$ cat src/rtl/interrupt_controller.sv
// Interrupt controller: per-channel edge capture into IF, IE masking,
// IME with delayed EI, and an IDLE/REQUEST/SERVICE dispatch handshake
// that latches the handler vector of the lowest pending channel.

// One interrupt channel: edge detector, flag bit and enable bit.
module irq_channel (
  input  logic i_Clk,
  input  logic i_Reset,
  input  logic i_Enable,
  input  logic i_Irq,
  input  logic i_Write_IF,
  input  logic i_Write_IE,
  input  logic i_Wdata,
  input  logic i_Ack_Clear,
  output logic o_IF,
  output logic o_IE,
  output logic o_Pend_Next
);

  logic prev_q, prev_d;
  logic if_q, if_d;
  logic ie_q, ie_d;
  logic edge_det;

  // Next-state for the channel; a fresh edge beats any clear in the same cycle.
  always_comb begin
    edge_det = i_Irq & ~prev_q;
    prev_d   = i_Irq;
    if_d     = ((i_Write_IF ? i_Wdata : if_q) & ~i_Ack_Clear) | edge_det;
    ie_d     = i_Write_IE ? i_Wdata : ie_q;
  end

  // Channel registers; reset samples the live source so a held line is not an edge.
  always_ff @(posedge i_Clk) begin
    if (i_Reset) begin
      prev_q <= i_Irq;
      if_q   <= 1'b0;
      ie_q   <= 1'b0;
    end else if (i_Enable) begin
      prev_q <= prev_d;
      if_q   <= if_d;
      ie_q   <= ie_d;
    end
  end

  assign o_IF        = if_q;
  assign o_IE        = ie_q;
  assign o_Pend_Next = if_d & ie_d;

endmodule

module interrupt_controller #(
  parameter int              NUM_IRQ       = 5,
  parameter logic [15:0]     VECTOR_BASE   = 16'h0040,
  parameter int              VECTOR_STRIDE = 8
) (
  input  logic               i_Clk,
  input  logic               i_Reset,
  input  logic               i_Enable,
  input  logic [NUM_IRQ-1:0] i_Irq,
  input  logic               i_Write_IF,
  input  logic               i_Write_IE,
  input  logic [NUM_IRQ-1:0] i_Wdata,
  input  logic               i_EI,
  input  logic               i_DI,
  input  logic               i_RETI,
  input  logic               i_Instr_Done,
  input  logic               i_Ack,
  input  logic               i_Service_Done,
  output logic [NUM_IRQ-1:0] o_IF,
  output logic [NUM_IRQ-1:0] o_IE,
  output logic               o_IME,
  output logic               o_Irq_Req,
  output logic               o_In_Service,
  output logic               o_Wake,
  output logic [15:0]        o_Vector
);

  typedef enum logic [1:0] {ST_IDLE, ST_REQUEST, ST_SERVICE} state_t;

  state_t             state_q, state_d;
  logic               ime_q, ime_d;
  logic               ei_armed_q, ei_armed_d;
  logic               irq_req_q, irq_req_d;
  logic               in_service_q, in_service_d;
  logic [15:0]        vector_q, vector_d;

  logic [NUM_IRQ-1:0] pending;
  logic [NUM_IRQ-1:0] pend_next;
  logic [NUM_IRQ-1:0] ack_clear;
  logic [4:0]         sel_idx;
  logic               ack_fire;

  genvar g;
  generate
    for (g = 0; g < NUM_IRQ; g++) begin : g_ch
      irq_channel u_ch (
        .i_Clk       (i_Clk),
        .i_Reset     (i_Reset),
        .i_Enable    (i_Enable),
        .i_Irq       (i_Irq[g]),
        .i_Write_IF  (i_Write_IF),
        .i_Write_IE  (i_Write_IE),
        .i_Wdata     (i_Wdata[g]),
        .i_Ack_Clear (ack_clear[g]),
        .o_IF        (o_IF[g]),
        .o_IE        (o_IE[g]),
        .o_Pend_Next (pend_next[g])
      );
    end
  endgenerate

  // Pending set and lowest-index selection; ack_clear is the isolated lowest bit.
  always_comb begin
    pending  = o_IF & o_IE;
    sel_idx  = '0;
    for (int i = NUM_IRQ - 1; i >= 0; i--) begin
      if (pending[i]) sel_idx = i[4:0];
    end
    ack_fire  = (state_q == ST_REQUEST) && i_Ack && ime_q && (|pending);
    ack_clear = ack_fire ? (pending & (~pending + NUM_IRQ'(1))) : '0;
  end

  // IME / EI arming and dispatch FSM next-state; DI has the last word.
  always_comb begin
    ime_d      = ime_q;
    ei_armed_d = ei_armed_q;
    state_d    = state_q;
    vector_d   = vector_q;

    if (ei_armed_q && i_Instr_Done) begin
      ime_d      = 1'b1;
      ei_armed_d = 1'b0;
    end
    if (i_EI)   ei_armed_d = 1'b1;
    if (i_RETI) ime_d      = 1'b1;
    if (ack_fire) begin
      ime_d      = 1'b0;
      ei_armed_d = 1'b0;
      vector_d   = VECTOR_BASE + 16'(sel_idx) * 16'(VECTOR_STRIDE);
    end
    if (i_DI) begin
      ime_d      = 1'b0;
      ei_armed_d = 1'b0;
    end

    case (state_q)
      ST_IDLE:    if (ime_q && (|pending)) state_d = ST_REQUEST;
      // Withdraw looks at next-cycle IF/IE/IME so the request drops right away.
      ST_REQUEST: if (ack_fire)                          state_d = ST_SERVICE;
                  else if (!ime_d || (pend_next == '0))  state_d = ST_IDLE;
      ST_SERVICE: if (i_Service_Done) state_d = ST_IDLE;
      default:    state_d = ST_IDLE;
    endcase

    irq_req_d    = (state_d == ST_REQUEST);
    in_service_d = (state_d == ST_SERVICE);
  end

  // Control state and registered handshake outputs.
  always_ff @(posedge i_Clk) begin
    if (i_Reset) begin
      state_q      <= ST_IDLE;
      ime_q        <= 1'b0;
      ei_armed_q   <= 1'b0;
      irq_req_q    <= 1'b0;
      in_service_q <= 1'b0;
      vector_q     <= VECTOR_BASE;
    end else if (i_Enable) begin
      state_q      <= state_d;
      ime_q        <= ime_d;
      ei_armed_q   <= ei_armed_d;
      irq_req_q    <= irq_req_d;
      in_service_q <= in_service_d;
      vector_q     <= vector_d;
    end
  end

  assign o_IME        = ime_q;
  assign o_Irq_Req    = irq_req_q;
  assign o_In_Service = in_service_q;
  assign o_Vector     = vector_q;
  assign o_Wake       = |pending;

endmodule

$ cat config.mk
export PLATFORM = sky130hd
export DESIGN_NAME = interrupt_controller
export DESIGN_NICKNAME = d
export VERILOG_FILES = /design/src/rtl/interrupt_controller.sv
export SDC_FILE = /design/constraint.sdc
export NUM_CORES = 1
export LEC_CHECK = 0
export ABC_AREA = 1
export CAP_MARGIN = 20
export CELL_PAD_IN_SITES_DETAIL_PLACEMENT = 1
export CELL_PAD_IN_SITES_GLOBAL_PLACEMENT = 1
export CORE_MARGIN = 4
export CORE_UTILIZATION = 30
export CTS_BUF_LIST = sky130_fd_sc_hd__clkbuf_2 sky130_fd_sc_hd__clkbuf_4 sky130_fd_sc_hd__clkbuf_8
export DETAILED_ROUTE_END_ITERATION = 12
export GPL_TIMING_DRIVEN = 0
export PLACE_DENSITY_LB_ADDON = 0.1
export SLEW_MARGIN = 20
export SYNTH_ARGS = -nofsm -noshare
export SYNTH_HDL_FRONTEND = slang
export SYNTH_HIERARCHICAL = 1
export SYNTH_SLANG_ARGS = --single-unit
$ cat constraint.sdc
create_clock -name i_Clk -period 2 [get_ports i_Clk]
set_clock_uncertainty 0.1 [all_clocks]
set_input_delay 0.4 -clock i_Clk [delete_from_list [all_inputs] [get_ports i_Clk]]
set_output_delay 0.4 -clock i_Clk [all_outputs]
set_load 0.01 [all_outputs]
Yosys cells after proc, flatten, opt, wreduce, memory -nomap -nowiden. Index checks and enable logic that the tools add are counted.

Flip-flop bits (word level): 37. Input port bits: 21. Word-level logic and storage cells: 113.

Add/sub/neg operators: 2. Equal/unequal tests: 4. Mux-type cells: 39. Bitwise logic cells: 33. Reduce and logical (&&, ||, !) cells: 14.

Operator list (count): two-way mux 1 bit (28); two-way mux 5 bit (5); bitwise AND 1 bit (15); bitwise AND 5 bit (2); inverter 1 bit (10); adder 7 x 8 -> 9 bit, first input constant (1); two-way mux 2 bit (4); one-hot mux 2 bit (3 select lines) (1); adder 5 x 1 -> 5 bit, second input constant (1); logical AND 1 bit (5); logical NOT 5 bit (1); inverter 5 bit (1); bitwise OR 1 bit (5); OR reduction 5 bit (1); equality test 2 x 1 -> 1 bit, second input constant (2); equality test 2 bit, second input constant (2); AND reduction 2 bit (2); nonzero test 4 bit (1); two-way mux 3 bit (1); logical NOT 2 bit (1); nonzero test 2 bit (1); logical NOT 1 bit (1); logical OR 1 bit (1).

Depth between registers and ports, before layout.
Depth after elaboration: 15. Gate-level depth with buffers: 19. Mapped depth without buffers: 19.

Hierarchy. The synthesis kept the hierarchy.

Modules (own cells, without submodules): irq_channel (instances 5, cells each 26, area each 171.4 sq um); interrupt_controller (instances 1, cells each 103, area each 660.6 sq um).

Least setup slack after synthesis. Ideal clock, no wire load.

Path type: reg2reg. Start point: register g_ch[0].u_ch.if_q. End point: register state_q[0]. Arrival: 1.656 ns. Required time: 1.791 ns. Path slack: 0.134 ns. Cell stages (with the launch flop): 20. Clock period less this slack: 1.866 ns. Cells stage by stage: dfxtp_1 > nand2_1 > nand2_1 > nor2_2 > nand2_2 > nand2_4 > inv_2 > nand2_1 > nor2_1 > inv_1 > nand3_2 > a21oi_1 > nor2_1 > nand3b_1 > nand2_1 > inv_1 > nand3_2 > nand3_1 > nand2_1 > inv_1.

Elaborated cells between the ends (all ways): 38.

RTL lines: start, declared (RTL line 21) `logic if_q, if_d;`; start signal, assigned (RTL line 41) `if_q <= if_d;`; bitwise AND 5 bit (RTL line 115) `pending = o_IF & o_IE;`; OR reduction 5 bit; named net o_Wake (RTL line 75) `output logic o_Wake,`; logical AND 1 bit (RTL line 120) `ack_fire = (state_q == ST_REQUEST) && i_Ack && ime_q && (|pending);`; two-way mux 5 bit (RTL line 121) `ack_clear = ack_fire ? (pending & (~pending + NUM_IRQ'(1))) : '0;`; named net ack_clear[3] (RTL line 90) `logic [NUM_IRQ-1:0] ack_clear;`; inverter 1 bit (RTL line 29) `if_d = ((i_Write_IF ? i_Wdata : if_q) & ~i_Ack_Clear) | edge_det;`; bitwise AND 1 bit (RTL line 29); bitwise OR 1 bit (RTL line 29); bitwise AND 1 bit (RTL line 48) `assign o_Pend_Next = if_d & ie_d;`; named net pend_next[3] (RTL line 89) `logic [NUM_IRQ-1:0] pend_next;`; logical NOT 5 bit (RTL line 151) `else if (!ime_d || (pend_next == '0)) state_d = ST_IDLE;`; logical OR 1 bit (RTL line 151); two-way mux 2 bit (RTL line 151); two-way mux 2 bit (RTL line 150) `ST_REQUEST: if (ack_fire) state_d = ST_SERVICE;`; one-hot mux 2 bit (3 select lines) (RTL line 147) `case (state_q)`; end signal, assigned (RTL line 170) `state_q <= state_d;`; end, declared (RTL line 81) `state_t state_q, state_d;`.

The timed path passes the listed nets, and every way through them passes these cells. A chain may end at the register's enable or synchronous reset.

Final worst setup path.
Start point: register g_ch[0].u_ch.if_q. End point: register state_q[0].

Word-level cells in the longest chain between the ends: 14. Elaborated cells between the ends (all ways): 38.

Ends and longest elaborated chain (RTL line): bitwise AND 5 bit * (115); inverter 5 bit (121); adder 5 x 1 -> 5 bit (121); bitwise AND 5 bit (121); two-way mux 5 bit * (121); named net ack_clear[4] (90); inverter 1 bit * (29); bitwise AND 1 bit * (29); bitwise OR 1 bit * (29); bitwise AND 1 bit * (48); named net pend_next[4] (89); logical NOT 5 bit * (151); logical OR 1 bit * (151); two-way mux 2 bit * (151); two-way mux 2 bit * (150); one-hot mux 2 bit (3 select lines) * (147).

Mark *: on every way through the listed nets, which the timed path passes. The rest lies on a longest branch.

==> Implementation_results.wiki <==
{| class="wikitable"
! Metric !! Value
|-
| Starting density of the core || 0.315
|-
| Met1 Track Usage GR || 0.177
|-
| Master cell of the clock root buffer || clkbuf_8
|-
| Fin. Hold Viols || 0
|-
| Largest net degree at the start of global routing || 18
|-
| Vertical die dimension || 79.1 um
|-
| Floorplan row count || 25
|-
| Mean Syn Cell Area || 6.51 um^2
|-
| Number of distinct standard cells referenced by the synthesized netlist || 21
|-
| Grt peak-use layer || met2
|-
| Grt met2 use || 0.242
|-
| Post-DR vias/cell || 4.31
|-
| Number of CTS-inserted buffers || 3
|-
| Period Utilization, post-route || 0.991
|-
| Drc violations || 0
|-
| Post-layout net count || 318
|-
| Hold bufs inserted after CTS || 0
|-
| Count of vias placed by the detailed router || 1563
|-
| Antenna diode instance count || 0
|-
| Share of the synthesized area in the top cell type || 0.251
|-
| Worst Hold Class || flip-flop to flip-flop
|-
| Final-report setup violation count || 0
|-
| Filler cell count in the final layout || 656
|-
| Post-synthesis sequential area ratio || 0.350
|-
| Sequential cell area || 553 um^2
|-
| Gr usage total || 0.139
|-
| Launching element type of the critical path || flip-flop
|-
| Cell type with the largest total area after synthesis || dfxtp_1
|-
| Number of clock sinks || 24
|-
| Maximum root-to-sink buffer count || 2
|-
| Total power || 1.27 mW
|-
| Leakage dissipation || 1.19 nW
|-
| Kind of critical path || flip-flop to flip-flop
|-
| Proportion of layout cells with a drive suffix above 1 || 0.264
|-
| IO Pins || 51
|-
| Total standard cell area after synthesis || 1520 um^2
|-
| # Max-Cap Violations || 0
|-
| Antenna violations before repair || 0
|-
| Wire per inst || 11.8 um
|-
| Die outline area || 6260 um^2
|-
| Endpoint kind of the worst setup timing path || flip-flop
|-
| Initial DRC count || 31
|-
| Die width || 79.1 um
|-
| Layout area overhead || 49.1%
|-
| Post-synthesis sequential element count || 24
|-
| Final core occ || 0.470
|-
| Routability-driven placement congestion ratio || 0.789
|-
| Top achievable clock speed || 504 MHz
|-
| Worst reg2reg setup slack || 20 ps
|-
| Area of the core || 4820 um^2
|-
| Power density cells || 559 nW/um^2
|-
| Crit path arrival time || 2110 ps
|-
| Number of synthesis warnings || 6
|-
| Gate count after technology mapping || 233
|-
| Max FO, Critical Path || 3
|-
| Number of nets still failing antenna checks after routing || 0
|-
| Maximum resistive drop on vdd || 255 uV
|-
| Input/output buffers || 37
|-
| Count of pins over their slew limit || 0
|-
| Area of combinational cells with multiple inputs || 803 um^2
|-
| Clock tree from TritonCTS || yes
|-
| Drt pass-1 iters || 4
|-
| Clk Latency, worst-skew pair || 270 ps
|-
| Global route overflow || 0
|-
| Count of H-tree levels built during CTS || 1
|-
| Run status || finished, final reports clean
|-
| Minimum period implied by the final worst setup slack || 1980 ps
|-
| Crit path required time || 2130 ps
|-
| Worst-path clk slew || 100 ps
|-
| Number of global-route vias before repair || 1625
|-
| Slew at the pin with the worst max-slew slack || 733 ps
|-
| Unrepaired setup endpoints after global routing || true
|-
| Met3 Resource Use GR || 0.0193
|-
| Worst slew margin relative to its limit || 0.510
|-
| Cells taking the most area after synthesis || dfxtp_1 25%, nand2_1 16%, inv_1 12%
|-
| Global-route wire length before repair || 7020 um
|-
| Hpwl dp || 3110 um
|-
| Total wire length after detailed routing || 4270 um
|}
where the power goes:
part           switching, mW  internal (mW)  leakage, nW
logic                  0.142          0.134        0.947
registers             0.0235          0.522        0.211
clock network          0.176          0.268       0.0357
registers in the layout, indices dropped and copies added, names as in the netlist:
signal / flops
g_ch.u_ch/o_IE: 5
g_ch.u_ch/o_IF: 5
g_ch.u_ch/prev_q: 5
o_Vector: 3
state_q: 2
ei_armed_q: 1
o_IME: 1
o_In_Service: 1
o_Irq_Req: 1
worst max-delay path, stage by stage, from the launching register on:
cell and delay [ps]:
dfxtp_4 360, nand2_4 90, nand2_2 80, nor2_4 120
nand2_2 80, nand2_4 100, buf_4 150, nor2_4 40
inv_1 70, nand3_2 80, a21oi_1 140, nand3b_1 140
nand2_1 70, inv_2 70, nand3_4 70, nand3_2 70
nand2_1 50, inv_1 50
final timing paths:
path         depth (start not counted)               from           to
max                                 17  g_ch[0].u_ch/o_IF   state_q[0]
min                                  2        o_Vector[4]  o_Vector[4]
max reg2reg                         17  g_ch[0].u_ch/o_IF   state_q[0]
min reg2reg                          2        o_Vector[4]  o_Vector[4]
final cells by class:
type | count | area share
Buffer | 13 | 0.0431
Clock buffer | 3 | 0.0183
Clock inverter | 1 | 0.0133
Inverter | 53 | 0.0890
Multi-Input combinational cell | 154 | 0.355
Sequential cell | 24 | 0.244
Tap cell | 67 | 0.0371
Timing Repair Buffer | 48 | 0.200
Yosys cell counts:
master,count
nand2_1,65
inv_1,50
dfxtp_1,19
nand3_1,19
buf_4,13
nor2_1,13
o21ai_1,13
nand2_2,8
nand3_2,7
a21oi_1,6
edfxtp_1,5
inv_2,3
conb_1,2
nor2_2,2
nor2_4,2
a22oi_1,1
nand2_4,1
nand3b_1,1
nor3_1,1
nor4_1,1
o21a_1,1
per-layer routing:
metal  wire [um]  up-vias
met5           0        -
met4          29        0
met3         171        2
met2        2180       29
met1        1890      728
li1            -      804
cells in the final DEF, fill, tap and decap left out, drive strengths merged:
cell type,synthesis,layout
a21oi,6,6
a22oi,1,1
buf,13,24
bufinv,0,1
clkbuf,0,4
clkdlybuf4s50,0,33
conb,2,13
dfxtp,19,19
dlygate4sd2,0,1
dlymetal6s2s,0,2
edfxtp,5,5
inv,53,53
nand2,74,74
nand3,26,26
nand3b,1,1
nor2,17,17
nor3,1,1
nor4,1,1
o21a,1,1
o21ai,13,13
through the flow:
step           area (um^2)  setup TNS [ps]  hold slack [ps]  setup slack (ps)  std cells
5_1_grt               2260            -282              405              -142        363
3_5_place_dp          2010           -1430              354              -389        348
4_1_cts               2140               0              368              3.16        356
2_1_floorplan         1560               0              369               134        244
6_report              2260               0              373              17.2        363
3_3_place_gp          2010           -1680              357              -393        348
cells by family (layout without fill, tap and decap cells):
| logic type | Yosys count | after routing | share of synthesized area |
|---|---|---|---|
| buffers and inverters | 66 | 118 | 0.195 |
| AND/OR/NAND/NOR | 120 | 120 | 0.378 |
| AO/OA/AOI/OAI | 21 | 21 | 0.0726 |
| other | 2 | 13 | 0.00495 |
| flip-flops | 24 | 24 | 0.350 |
what timing repair did:
action                                  in CTS  in global routing
pin swaps                                    9                 15
endpoints found under the setup margin       3                  4
gates resized for setup                     19                 23
buffers inserted                             4                  7
Note: power is estimated with default switching activity, not from simulation.
